## config.mk

```make
export PLATFORM = sky130hd
export DESIGN_NAME = rr_arb_enc16_flat
export DESIGN_NICKNAME = d
export VERILOG_FILES = /design/src/rtl/rr_arb_enc16_if.sv /design/src/rtl/rr_arb_enc16.sv /design/src/flat_wrapper.sv
export SDC_FILE = /design/constraint.sdc
export NUM_CORES = 1
export LEC_CHECK = 0
export ABC_AREA = 1
export BUFFER_PORTS_ARGS = -buffer_cell sky130_fd_sc_hd__buf_2
export CAP_MARGIN = 15
export CORE_UTILIZATION = 40
export CTS_CLUSTER_SIZE = 8
export DETAILED_ROUTE_END_ITERATION = 6
export PLACE_DENSITY = 0.6
export RECOVER_POWER = 25
export REMOVE_ABC_BUFFERS = 1
export SYNTH_ARGS = -nofsm -noshare
export SYNTH_HDL_FRONTEND = slang
export SYNTH_SLANG_ARGS = --single-unit
```

## constraint.sdc

```tcl
create_clock -name clk -period 12.36 [get_ports clk]
set_clock_uncertainty 0.2 [all_clocks]
set_input_delay 3.09 -clock clk [delete_from_list [all_inputs] [get_ports clk]]
set_output_delay 3.09 -clock clk [all_outputs]
set_load 0.01 [all_outputs]
```

## src/rtl/rr_arb_enc16_if.sv

```systemverilog
// Request/grant bundle between the requesters and the rr_arb_enc16 arbiter.
interface rr_arb_enc16_if;
    logic        enable;
    logic [15:0] req;
    logic [15:0] grant;
    logic [3:0]  grant_idx;
    logic        grant_valid;

    modport master (
        output enable,
        output req,
        input  grant,
        input  grant_idx,
        input  grant_valid
    );

    modport slave (
        input  enable,
        input  req,
        output grant,
        output grant_idx,
        output grant_valid
    );
endinterface

```

## src/rtl/rr_arb_enc16.sv

```systemverilog
// 16-way round-robin arbiter with held (non-preemptive) one-hot grant and binary index.
// Optional hold limit: define RR_ARB_HOLD_LIMIT_EN to bound ownership to MAX_HOLD cycles.
module rr_arb_enc16 #(
    parameter int MAX_HOLD = 8
) (
    input  logic           clk,
    input  logic           rst_n,
    rr_arb_enc16_if.slave  bus
);

    typedef enum logic {IDLE, GRANT} state_t;

    state_t      state_reg, state_next;
    logic [3:0]  ptr_reg, ptr_next;
    logic [15:0] grant_reg, grant_next;
    logic [3:0]  idx_reg, idx_next;
    logic        valid_reg, valid_next;

    logic [3:0]  search_start;
    logic [15:0] own_mask;
    logic [15:0] cand;
    logic [15:0] rot;
    logic        win_found;
    logic [3:0]  win_off;
    logic [3:0]  win_idx;
    logic [15:0] win_onehot;
    logic        force_release;

    // While granted, the search starts just past the owner and ignores its bit,
    // so a re-asserting owner lands at the back of the queue.
    assign search_start = (state_reg == GRANT) ? idx_reg + 4'd1 : ptr_reg;
    assign own_mask     = (state_reg == GRANT) ? (16'h0001 << idx_reg) : 16'h0000;
    assign cand         = bus.req & ~own_mask;

    generate
        for (genvar gi = 0; gi < 16; gi++) begin : g_rot
            localparam logic [3:0] OFF = 4'(gi);
            assign rot[gi] = cand[search_start + OFF];
        end
    endgenerate

    always_comb begin
        win_found = 1'b0;
        win_off   = 4'd0;
        for (int i = 15; i >= 0; i--) begin
            if (rot[i]) begin
                win_found = 1'b1;
                win_off   = 4'(i);
            end
        end
    end

    assign win_idx    = search_start + win_off;
    assign win_onehot = 16'h0001 << win_idx;

`ifdef RR_ARB_HOLD_LIMIT_EN
    logic [7:0] hold_reg, hold_next;
    localparam logic [7:0] HOLD_LAST = 8'(MAX_HOLD - 1);

    // cand already excludes the owner, so any bit set means someone else waits.
    assign force_release = (hold_reg == HOLD_LAST) && win_found;
`else
    logic [7:0] unused_max_hold;
    assign unused_max_hold = 8'(MAX_HOLD);
    assign force_release   = 1'b0;
`endif

    always_comb begin
        state_next = state_reg;
        ptr_next   = ptr_reg;
        grant_next = grant_reg;
        idx_next   = idx_reg;
        valid_next = valid_reg;
`ifdef RR_ARB_HOLD_LIMIT_EN
        hold_next  = hold_reg;
`endif
        if (!bus.enable) begin
            state_next = IDLE;
            grant_next = 16'h0000;
            idx_next   = 4'd0;
            valid_next = 1'b0;
`ifdef RR_ARB_HOLD_LIMIT_EN
            hold_next  = 8'd0;
`endif
        end else begin
            case (state_reg)
                IDLE: begin
                    if (win_found) begin
                        state_next = GRANT;
                        grant_next = win_onehot;
                        idx_next   = win_idx;
                        valid_next = 1'b1;
`ifdef RR_ARB_HOLD_LIMIT_EN
                        hold_next  = 8'd0;
`endif
                    end
                end
                GRANT: begin
                    if (bus.req[idx_reg] && !force_release) begin
`ifdef RR_ARB_HOLD_LIMIT_EN
                        if (hold_reg < HOLD_LAST)
                            hold_next = hold_reg + 8'd1;
`endif
                    end else begin
                        ptr_next = idx_reg + 4'd1;
                        if (win_found) begin
                            grant_next = win_onehot;
                            idx_next   = win_idx;
                            valid_next = 1'b1;
`ifdef RR_ARB_HOLD_LIMIT_EN
                            hold_next  = 8'd0;
`endif
                        end else begin
                            state_next = IDLE;
                            grant_next = 16'h0000;
                            idx_next   = 4'd0;
                            valid_next = 1'b0;
`ifdef RR_ARB_HOLD_LIMIT_EN
                            hold_next  = 8'd0;
`endif
                        end
                    end
                end
                default: begin
                    state_next = IDLE;
                    grant_next = 16'h0000;
                    idx_next   = 4'd0;
                    valid_next = 1'b0;
                end
            endcase
        end
    end

    always_ff @(posedge clk) begin
        if (!rst_n) begin
            state_reg <= IDLE;
            ptr_reg   <= 4'd0;
            grant_reg <= 16'h0000;
            idx_reg   <= 4'd0;
            valid_reg <= 1'b0;
`ifdef RR_ARB_HOLD_LIMIT_EN
            hold_reg  <= 8'd0;
`endif
        end else begin
            state_reg <= state_next;
            ptr_reg   <= ptr_next;
            grant_reg <= grant_next;
            idx_reg   <= idx_next;
            valid_reg <= valid_next;
`ifdef RR_ARB_HOLD_LIMIT_EN
            hold_reg  <= hold_next;
`endif
        end
    end

    assign bus.grant       = grant_reg;
    assign bus.grant_idx   = idx_reg;
    assign bus.grant_valid = valid_reg;

endmodule
```

## src/flat_wrapper.sv

```systemverilog
// flat-port wrapper written by rule: the top's interface ports become plain ports
module rr_arb_enc16_flat 
#(
    parameter int MAX_HOLD = 8
)
  (clk, rst_n, bus_enable, bus_req, bus_grant, bus_grant_idx, bus_grant_valid);
  rr_arb_enc16_if bus_i ();
  input  logic clk;
  input  logic rst_n;
  input wire logic [$bits(bus_i.enable)-1:0] bus_enable;
  input wire logic [$bits(bus_i.req)-1:0] bus_req;
  output wire logic [$bits(bus_i.grant)-1:0] bus_grant;
  output wire logic [$bits(bus_i.grant_idx)-1:0] bus_grant_idx;
  output wire logic [$bits(bus_i.grant_valid)-1:0] bus_grant_valid;
  assign bus_i.enable = bus_enable;
  assign bus_i.req = bus_req;
  assign bus_grant = bus_i.grant;
  assign bus_grant_idx = bus_i.grant_idx;
  assign bus_grant_valid = bus_i.grant_valid;
  rr_arb_enc16 #(.MAX_HOLD(MAX_HOLD)) u_core (.clk(clk), .rst_n(rst_n), .bus(bus_i));
endmodule
```

==> results.sh, run 1 <==
export IMPL_die_x_um=88.8
export IMPL_cts_tree="built"
export IMPL_finalNonFillerCells=628
export IMPL_rows=31
export IMPL_largest_register_ffs=16
export IMPL_synth_cell_types=40
export IMPL_outcome="finished clean"
export IMPL_drv_cap=0
export IMPL_ys_warn_count=0
export IMPL_synth_top_flop_cell="dfxtp_1"
export IMPL_syn_to_final_growth_pct=8.09
export IMPL_end_kind="register"
export IMPL_cpLargestDelayFamily="simple AND/OR/NAND/NOR gates"
export IMPL_cp_common_cell="nand2_1"
export IMPL_path_depth=28
export IMPL_place_hpwl_um=6740
export IMPL_finalCritPeriodShare=0.511
export IMPL_worst_r2r_cell_count=34
export IMPL_cts_made_buffers=3
export IMPL_tns_ns=0
export IMPL_drive_gt1_frac=0.138
export IMPL_antennaDiodeCount=0
export IMPL_first_pass_iters=5
export IMPL_p_leak_nw=1.51
export IMPL_fp_dieH_um=88.8
export IMPL_grt_pass1_vias=3130
export IMPL_num_vias=3366
export IMPL_hold_path_class="reg2reg"
export IMPL_synth_seq_area_share=0.173
export IMPL_antenna_found_initial=0
export IMPL_synth_cells=499
export IMPL_ir_drop_mv=0.0880
export IMPL_fin_crit_ns=6.32
export IMPL_cp_slowest_cell="fa_1"
export IMPL_cts_clk_slew_worst_paths_ns=0.09
export IMPL_arrival_ns=6.32
export IMPL_finalMaxSlewViolations=0
export IMPL_min_path_cells=2
export IMPL_vias_per_cell=5.36
export IMPL_tightest_slew_ns=0.762
export IMPL_initial_core_util=0.416
export IMPL_drtAntennaViolNets=0
export IMPL_grt_overflow=0
export IMPL_insertion_delay_ns=0.28
export IMPL_routabilityCongestion=0.839
export IMPL_grt_pass1_wl_um=14400
export IMPL_root_buffer="clkbuf_8"
export IMPL_cts_max_path_buffers=2
export IMPL_rsz0062_at_grt="false"
export IMPL_postCtsHoldBufs=0
export IMPL_dp_cells=624
export IMPL_slew_headroom=0.492
export IMPL_routedWlPerCell_um=13.4
export IMPL_n_fill_cell=791
export IMPL_max_stage_delay_ns=0.39
export IMPL_drt_total_wl_um=8430
export IMPL_synth_area_per_cell_um2=6.05
export IMPL_grt_total_usage=0.231
export IMPL_core_um2=7250
export IMPL_synth_edff_count=0
export IMPL_netlist_area_um2=3020
export IMPL_nets=566
export IMPL_port_buffers=39
export IMPL_cts_resized=0
export IMPL_required_ns=12.36
export IMPL_hold_viol=0
export IMPL_worstSetupPathType="in2reg"
export IMPL_ios=40
export IMPL_htreeDepth=1
export IMPL_timing_fmax_mhz=158
export IMPL_async_reset_ff_frac=0
export IMPL_finalSetupViolCount=0
export IMPL_power_density_nw_per_um2=163
export IMPL_start_kind="primary input"
export IMPL_drc=0
export IMPL_postCtsSetupRepairBufs=0
export IMPL_crit_fanout=8
export IMPL_crit_buf_inv=4
export IMPL_drtIter0Drc=245
export IMPL_die_area_um2=7890
export IMPL_grt_max_degree=23
export IMPL_cts_num_sinks=26
export IMPL_synth_seq_cells=26
## path summary, 6_finish.rpt
| check | endpoint | slack, ns | start |
|---|---|---|---|
| max | u_core.bus.grant[0] | 6.04 | bus_req[4] |
| max reg2reg | u_core.bus.grant[0] | 6.45 | u_core.bus.grant_idx[0] |
| min reg2reg | u_core.bus.grant_valid | 0.26 | u_core.bus.grant_valid |
| min | u_core.bus.grant_valid | 0.26 | u_core.bus.grant_valid |
## per-layer routing
layer	GRT usage	vias up	wire length [um]	share of wire
met1	0.300	1507	3920	0.47
met5	0	-	0	0
li1	-	1717	-	-
met3	0.0168	19	356	0.042
met4	0.0880	0	225	0.027
met2	0.398	123	3920	0.47
## power by group
part	internal, W	switching, W	leakage, nW
Combinational	0.000120	0.000248	1.27
Clock	0.0000286	0.0000269	0.0288
Sequential	0.0000927	0.0000158	0.211
## final cells by class
class / count / area [um2] / area share
Sequential cell: 26 / 520 / 0.160
Timing Repair Buffer: 39 / 181 / 0.0556
Inverter: 57 / 216 / 0.0664
Tap cell: 99 / 124 / 0.0380
Clock buffer: 4 / 55.1 / 0.0169
Multi-Input combinational cell: 403 / 2160 / 0.663
## cell usage after synthesis (4+ instances only)
cell / count / area, um2
a21oi_1: 28 / 140
buf_6: 7 / 78.8
clkinv_1: 4 / 15.0
dfxtp_1: 26 / 521
ha_1: 16 / 200
inv_1: 46 / 173
inv_2: 6 / 22.5
nand2_1: 139 / 522
nand2_2: 12 / 75.1
nand2_4: 4 / 45.0
nand3_1: 118 / 591
nand4_1: 8 / 50.1
nor2_1: 20 / 75.1
nor2_2: 5 / 31.3
o2111ai_1: 4 / 35.0
o21ai_0: 11 / 55.1
o21ai_1: 8 / 40.0
xor2_1: 4 / 35.0
## through the flow
step / hold WS (ns) / total power [W] / instance area, um2 / worst slack [ns] / util
2_1_floorplan: 0.237 / 0.000385 / 2900 / 6.46 / -
3_3_place_gp: 0.248 / 0.000472 / 3220 / 5.92 / 0.444
3_5_place_dp: 0.254 / 0.000473 / 3220 / 5.79 / 0.444
4_1_cts: 0.269 / 0.000531 / 3270 / 6.08 / 0.451
5_1_grt: 0.286 / 0.000590 / 3260 / 5.68 / 0.450
6_report: 0.265 / 0.000532 / 3260 / 6.04 / 0.450
## kinds of logic (layout without fill, tap and decap cells)
family	count (synthesis)	count (layout)	share of synthesized area
XOR/XNOR	8	8	0.0307
adder cells (fa/ha/maj)	17	17	0.0730
AO/OA/AOI/OAI	62	62	0.119
AND/OR/NAND/NOR	316	316	0.494
flip-flops	26	26	0.173
buffers and inverters	70	100	0.110
## worst min-delay path: stages, from the launching register on
cell	delay, ns
dfxtp_1	0.31
nand2_1	0.06
a21oi_1	0.05
## placed cells by master (no fill, tap or decap), types with 8 or more instances in the layout
cell type / n
a21oi_1: 28
buf_2: 28
clkbuf_1: 11
dfxtp_1: 26
ha_1: 16
inv_1: 46
nand2_1: 139
nand2_2: 12
nand3_1: 118
nand4_1: 8
nor2_1: 20
o21ai_0: 11
o21ai_1: 8
Note: power is estimated with default switching activity, not from simulation.
==> run 2, diff against run 1 <==
PLACE_DENSITY = 0.62   (was 0.6)
clock period = 5.55 ns   (was 12.36 ns; I/O delays follow)
==> run 2 against run 1 <==
Wire length down 1.9%. Cell count up 0.64%. Sequential power up 110%. Register-to-register slack worse by 5.7 ns. Clock-buffer cell count unchanged. Total power grew 120%. Hold slack better by 0.0016 ns. Sequential cell count is the same. Non-clock buffer count is 4 higher. Core utilization rose by 0.41 points. Critical path depth up 7. Critical path type is now reg2reg. Critical endpoint is now u_core.bus.grant[8].
==> results.sh, run 2 (synthesis results as in run 1) <==
export IMPL_worstSetupPathType="reg2reg"
export IMPL_drive_gt1_frac=0.144
export IMPL_use_met1=0.272
export IMPL_initial_core_util=0.416
export IMPL_largest_register_ffs=16
export IMPL_core_um2=7250
export IMPL_vias_per_cell=5.30
export IMPL_n_fill_cell=808
export IMPL_final_cell_mix="nand2_1, nand3_1, inv_1"
export IMPL_antennaDiodeCount=0
export IMPL_seq_area_um2=520
export IMPL_postCtsSetupRepairBufs=0
export IMPL_final_util=0.454
export IMPL_drt_total_wl_um=8270
export IMPL_finalCritPeriodShare=0.862
export IMPL_arrival_ns=4.78
export IMPL_drc=0
export IMPL_die_area_um2=7890
export IMPL_tightest_slew_ns=0.717
export IMPL_drtAntennaViolNets=0
export IMPL_nets=570
export IMPL_multi_input_area_um2=2160
export IMPL_port_buffers=39
export IMPL_drv_cap=0
export IMPL_cts_clk_slew_worst_paths_ns=0.09
export IMPL_critical_path_startpoint="u_core.bus.grant_idx[0]"
export IMPL_grt_overflow=0
export IMPL_insertion_delay_ns=0.27
export IMPL_routabilityCongestion=0.921
export IMPL_cts_resized=0
export IMPL_grt_busiest_layer="met2"
export IMPL_cts_made_buffers=3
export IMPL_grt_total_usage=0.220
export IMPL_ir_drop_mv=0.337
export IMPL_reg2reg_from="u_core.bus.grant_idx[0]"
export IMPL_tns_ns=0
export IMPL_grt_pass1_vias=2985
export IMPL_power_density_nw_per_um2=360
export IMPL_p_leak_nw=1.53
export IMPL_holdCritStartpoint="u_core.bus.grant[11]"
export IMPL_rows=31
export IMPL_met3_usage=0.0205
export IMPL_dp_cells=628
export IMPL_timing_fmax_mhz=209
export IMPL_cts_tree="built"
export IMPL_required_ns=5.55
export IMPL_finalSetupViolCount=0
export IMPL_antenna_found_initial=0
export IMPL_final_common_cell="nand2_1"
export IMPL_die_x_um=88.8
export IMPL_cts_max_path_buffers=2
export IMPL_root_buffer="clkbuf_8"
export IMPL_grt_max_degree=23
export IMPL_crit_fanout=14
export IMPL_num_vias=3349
export IMPL_finalNonFillerCells=632
export IMPL_drtIter0Drc=174
export IMPL_start_kind="register"
export IMPL_ios=40
export IMPL_cp_slowest_cell="ha_1"
export IMPL_fp_dieH_um=88.8
export IMPL_outcome="finished clean"
export IMPL_grt_pass1_wl_um=13600
export IMPL_place_hpwl_um=6640
export IMPL_end_kind="register"
export IMPL_max_stage_delay_ns=0.40
export IMPL_rsz0062_at_grt="false"
export IMPL_fin_crit_ns=4.78
export IMPL_routedWlPerCell_um=13.1
export IMPL_hold_path_class="reg2reg"
export IMPL_syn_to_final_growth_pct=9.08
export IMPL_postCtsHoldBufs=0
export IMPL_slew_headroom=0.521
export IMPL_first_pass_iters=7
export IMPL_cp_common_cell="nand2_1"
export IMPL_finalMaxSlewViolations=0
export IMPL_hold_viol=0
export IMPL_cts_num_sinks=26
export IMPL_htreeDepth=1
export IMPL_use_met2=0.394
export IMPL_holdWs_ns=0.266
[run 2: cell types whose count changed in the layout (fill, tap and decap cells not counted), sizes merged]
cell and delta:
buf +4
[run 2: power breakdown]
part	switching (W)	leakage, nW	internal (W)
Sequential	0.0000195	0.211	0.000207
Clock	0.0000599	0.0288	0.0000635
Combinational	0.000561	1.29	0.000276
[run 2: per-layer routing]
metal  wire (um)  part of all wire
met5           0                 0
met4         192             0.023
met3         308             0.037
met2        3990              0.48
met1        3780              0.46
[run 2: per-stage QoR]
stage | cell area (um2) | total power, W | setup slack, ns
global placement | 3250 | 0.00106 | 0.818
CTS | 3300 | 0.00119 | 0.780
floorplan | 2900 | 0.000858 | 0.743
detailed placement | 3250 | 0.00106 | 0.766
global route | 3290 | 0.00131 | 0.295
finish | 3290 | 0.00119 | 0.768
[run 2: critical path, delay by kind of cell, from the launching register on]
kind                       cells  cell delay, ns
and+or+nand+nor               21            1.58
adders and majority gates      4            1.26
buffers and inverters          6            0.63
AOI/OAI and AO/OA              3            0.35
DFF                            1            0.34
xor gates and xnor gates       1            0.34
[run 2: path summary, 6_finish.rpt]
path / slack [ns] / endpoint / cells after the start
setup / recovery: 0.77 / u_core.bus.grant[8] / 35
hold / removal: 0.27 / u_core.bus.grant[11] / 2
setup reg to reg: 0.77 / u_core.bus.grant[8] / 35
hold reg to reg: 0.27 / u_core.bus.grant[11] / 2
[run 2: cell type report]
cell class	instances	share of cell area
Sequential cell	26	0.158
Multi-Input combinational cell	403	0.657
Clock buffer	4	0.0167
Timing Repair Buffer	43	0.0643
Inverter	57	0.0658
Tap cell	99	0.0376
==> run 3, diff against run 2 <==
ABC_AREA = unset   (was 1)
BUFFER_PORTS_ARGS = unset   (was -buffer_cell sky130_fd_sc_hd__buf_2)
DONT_BUFFER_PORTS = 1   (was unset)
PLACE_DENSITY = 0.57   (was 0.62)
==> run 3 against run 2 <==
Fmax fell by 8.7%. Wire length fell by 14%. Synthesized cell count fell by 41%. Combinational power fell by 36%. Cell count fell by 39%. Largest cell class unchanged. Clock-buffer cell count fell by 1. Register-to-register slack got worse by 0.46 ns. Critical endpoint is now u_core.bus.grant[13]. Die area fell by 3.3%. Highest routed layer unchanged. Hold slack improved by 0.044 ns.
==> results.sh, run 3 <==
export IMPL_vias_per_cell=6.01
export IMPL_fp_dieH_um=87.4
export IMPL_htreeDepth=1
export IMPL_place_hpwl_um=5730
export IMPL_netlist_area_um2=2920
export IMPL_postCtsHoldBufs=0
export IMPL_grt_overflow=0
export IMPL_synth_seq_cells=26
export IMPL_max_stage_delay_ns=0.50
export IMPL_start_kind="register"
export IMPL_final_cell_mix="mux2i_1, dfxtp_1, nand2_1"
export IMPL_die_area_um2=7630
export IMPL_final_util=0.445
export IMPL_cts_max_path_buffers=2
export IMPL_routabilityCongestion=0.842
export IMPL_die_x_um=87.4
export IMPL_slew_headroom=0.530
export IMPL_antenna_found_initial=0
export IMPL_nets=329
export IMPL_crit_buf_inv=3
export IMPL_cts_made_buffers=3
export IMPL_use_met2=0.326
export IMPL_required_ns=5.58
export IMPL_drtAntennaViolNets=0
export IMPL_ios=40
export IMPL_outcome="finished clean"
export IMPL_rsz0062_at_grt="true"
export IMPL_synth_top_flop_cell="dfxtp_1"
export IMPL_ir_drop_mv=0.274
export IMPL_power_density_nw_per_um2=296
export IMPL_use_met1=0.272
export IMPL_ys_warn_count=0
export IMPL_end_kind="register"
export IMPL_placed_area_um2=2980
export IMPL_cpLargestDelayFamily="multiplexers"
export IMPL_met3_usage=0.0123
export IMPL_cp_slowest_cell="mux4_2"
export IMPL_cts_resized=0
export IMPL_hold_path_class="reg2reg"
export IMPL_tns_ns=0
export IMPL_initial_core_util=0.422
export IMPL_worstSetupPathType="reg2reg"
export IMPL_rows=30
export IMPL_synth_seq_area_share=0.179
export IMPL_hold_viol=0
export IMPL_postCtsSetupRepairBufs=0
export IMPL_cts_num_sinks=26
export IMPL_power_total_w=0.000910
export IMPL_holdWs_ns=0.310
export IMPL_drt_total_wl_um=7140
export IMPL_synth_cells=296
export IMPL_finalSetupViolCount=0
export IMPL_synth_edff_count=0
export IMPL_synthTopCellsByArea="dfxtp_1, mux4_2, mux2i_1"
export IMPL_routedWlPerCell_um=18.4
export IMPL_grt_total_usage=0.193
export IMPL_grt_busiest_layer="met2"
export IMPL_timing_fmax_mhz=191
export IMPL_antennaDiodeCount=0
export IMPL_largest_register_ffs=16
export IMPL_cts_tree="built"
export IMPL_p_leak_nw=1.14
export IMPL_first_pass_iters=4
export IMPL_arrival_ns=5.27
export IMPL_cts_clk_slew_worst_paths_ns=0.10
export IMPL_syn_to_final_growth_pct=5.54
export IMPL_port_buffers=0
export IMPL_yosysTopAreaCell="dfxtp_1"
export IMPL_synth_commonest_cells="mux2i_1, dfxtp_1, nand2_1, o21ai_0"
export IMPL_root_buffer="clkbuf_8"
export IMPL_drtIter0Drc=144
export IMPL_async_reset_ff_frac=0
export IMPL_num_vias=2330
export IMPL_n_fill_cell=694
export IMPL_synth_top_area_frac=0.179
export IMPL_yosysMostFrequentCell="mux2i_1"
export IMPL_final_area_um2=3080
export IMPL_synth_area_per_cell_um2=9.85
export IMPL_finalCritPeriodShare=0.944
export IMPL_drc=0
export IMPL_drv_cap=0
export IMPL_final_common_cell="mux2i_1"
export IMPL_grt_pass1_wl_um=11600
export IMPL_finalMaxSlewViolations=0
export IMPL_fin_crit_ns=5.24
export IMPL_tightest_slew_ns=0.698
export IMPL_grt_pass1_vias=2306
export IMPL_crit_fanout=17
export IMPL_drive_gt1_frac=0.202
export IMPL_core_um2=6910
export IMPL_crit_chain="inv_1 > ha_1 > mux2i_1 > buf_12 > inv_2 > ha_2 > mux2_2 > mux4_2 > a2111oi_4 > o31ai_1 > and2_1 > ha_1 > a21oi_1 > xnor2_1 > nand3b_1 > a21oi_1 > a32o_2"
export IMPL_grt_max_degree=24
export IMPL_synth_cell_types=58
export IMPL_insertion_delay_ns=0.28
run 3: routing by layer:
layer	up-vias	wire length, um	share of wire
met1	1156	3510	0.49
li1	1137	-	-
met3	7	157	0.022
met2	30	3400	0.48
met4	0	71	0.0099
met5	-	0	0
run 3: logic make-up after synthesis:
group,count (synthesis),synth area share
muxes,57,0.274
AOI/OAI and AO/OA,93,0.240
xor gates and xnor gates,13,0.0391
DFF,26,0.179
adders and majority gates,17,0.0755
and+or+nand+nor,66,0.139
buffers and inverters,24,0.0532
run 3: where the power goes:
group	leakage [nW]	internal (W)	switching [W]	total, W
Combinational	0.895	0.000234	0.000304	0.000538
Clock	0.0357	0.0000965	0.0000607	0.000157
Sequential	0.211	0.000199	0.0000156	0.000215
run 3: path summary, 6_finish.rpt:
check	from	endpoint	slack [ns]	cells after the start
setup / recovery	u_core.bus.grant_idx[0]	u_core.bus.grant[13]	0.31	17
hold / removal	u_core.bus.grant_valid	u_core.bus.grant_valid	0.31	2
setup reg to reg	u_core.bus.grant_idx[0]	u_core.bus.grant[13]	0.31	17
hold reg to reg	u_core.bus.grant_valid	u_core.bus.grant_valid	0.31	2
run 3: layout make-up:
class | count | area (um2) | share of cell area
multi-input combinational | 246 | 2260 | 0.735
sequential | 26 | 520 | 0.169
tap | 96 | 120 | 0.0390
timing repair buffer | 7 | 65.1 | 0.0211
clock buffer | 3 | 41.3 | 0.0134
inverter | 9 | 38.8 | 0.0126
clock inverter | 1 | 30.0 | 0.00976
run 3: worst register-to-register path: stages (launching register included):
cell and delay (ns):
dfxtp_1 0.41, inv_1 0.10, ha_1 0.32, mux2i_1 0.25, buf_12 0.19, inv_2 0.12
ha_2 0.47, mux2_2 0.40, mux4_2 0.50, a2111oi_4 0.40, o31ai_1 0.11, and2_1 0.18
ha_1 0.34, a21oi_1 0.10, xnor2_1 0.39, nand3b_1 0.19, a21oi_1 0.32, a32o_2 0.21
run 3: per-stage QoR:
| stage | instances | setup slack [ns] |
|---|---|---|
| after CTS | 388 | 0.218 |
| after detailed placement | 384 | 0.259 |
| final | 388 | 0.310 |
| after floorplan | 281 | -0.201 |
| after global routing | 388 | -0.0385 |
| after global placement | 384 | 0.375 |
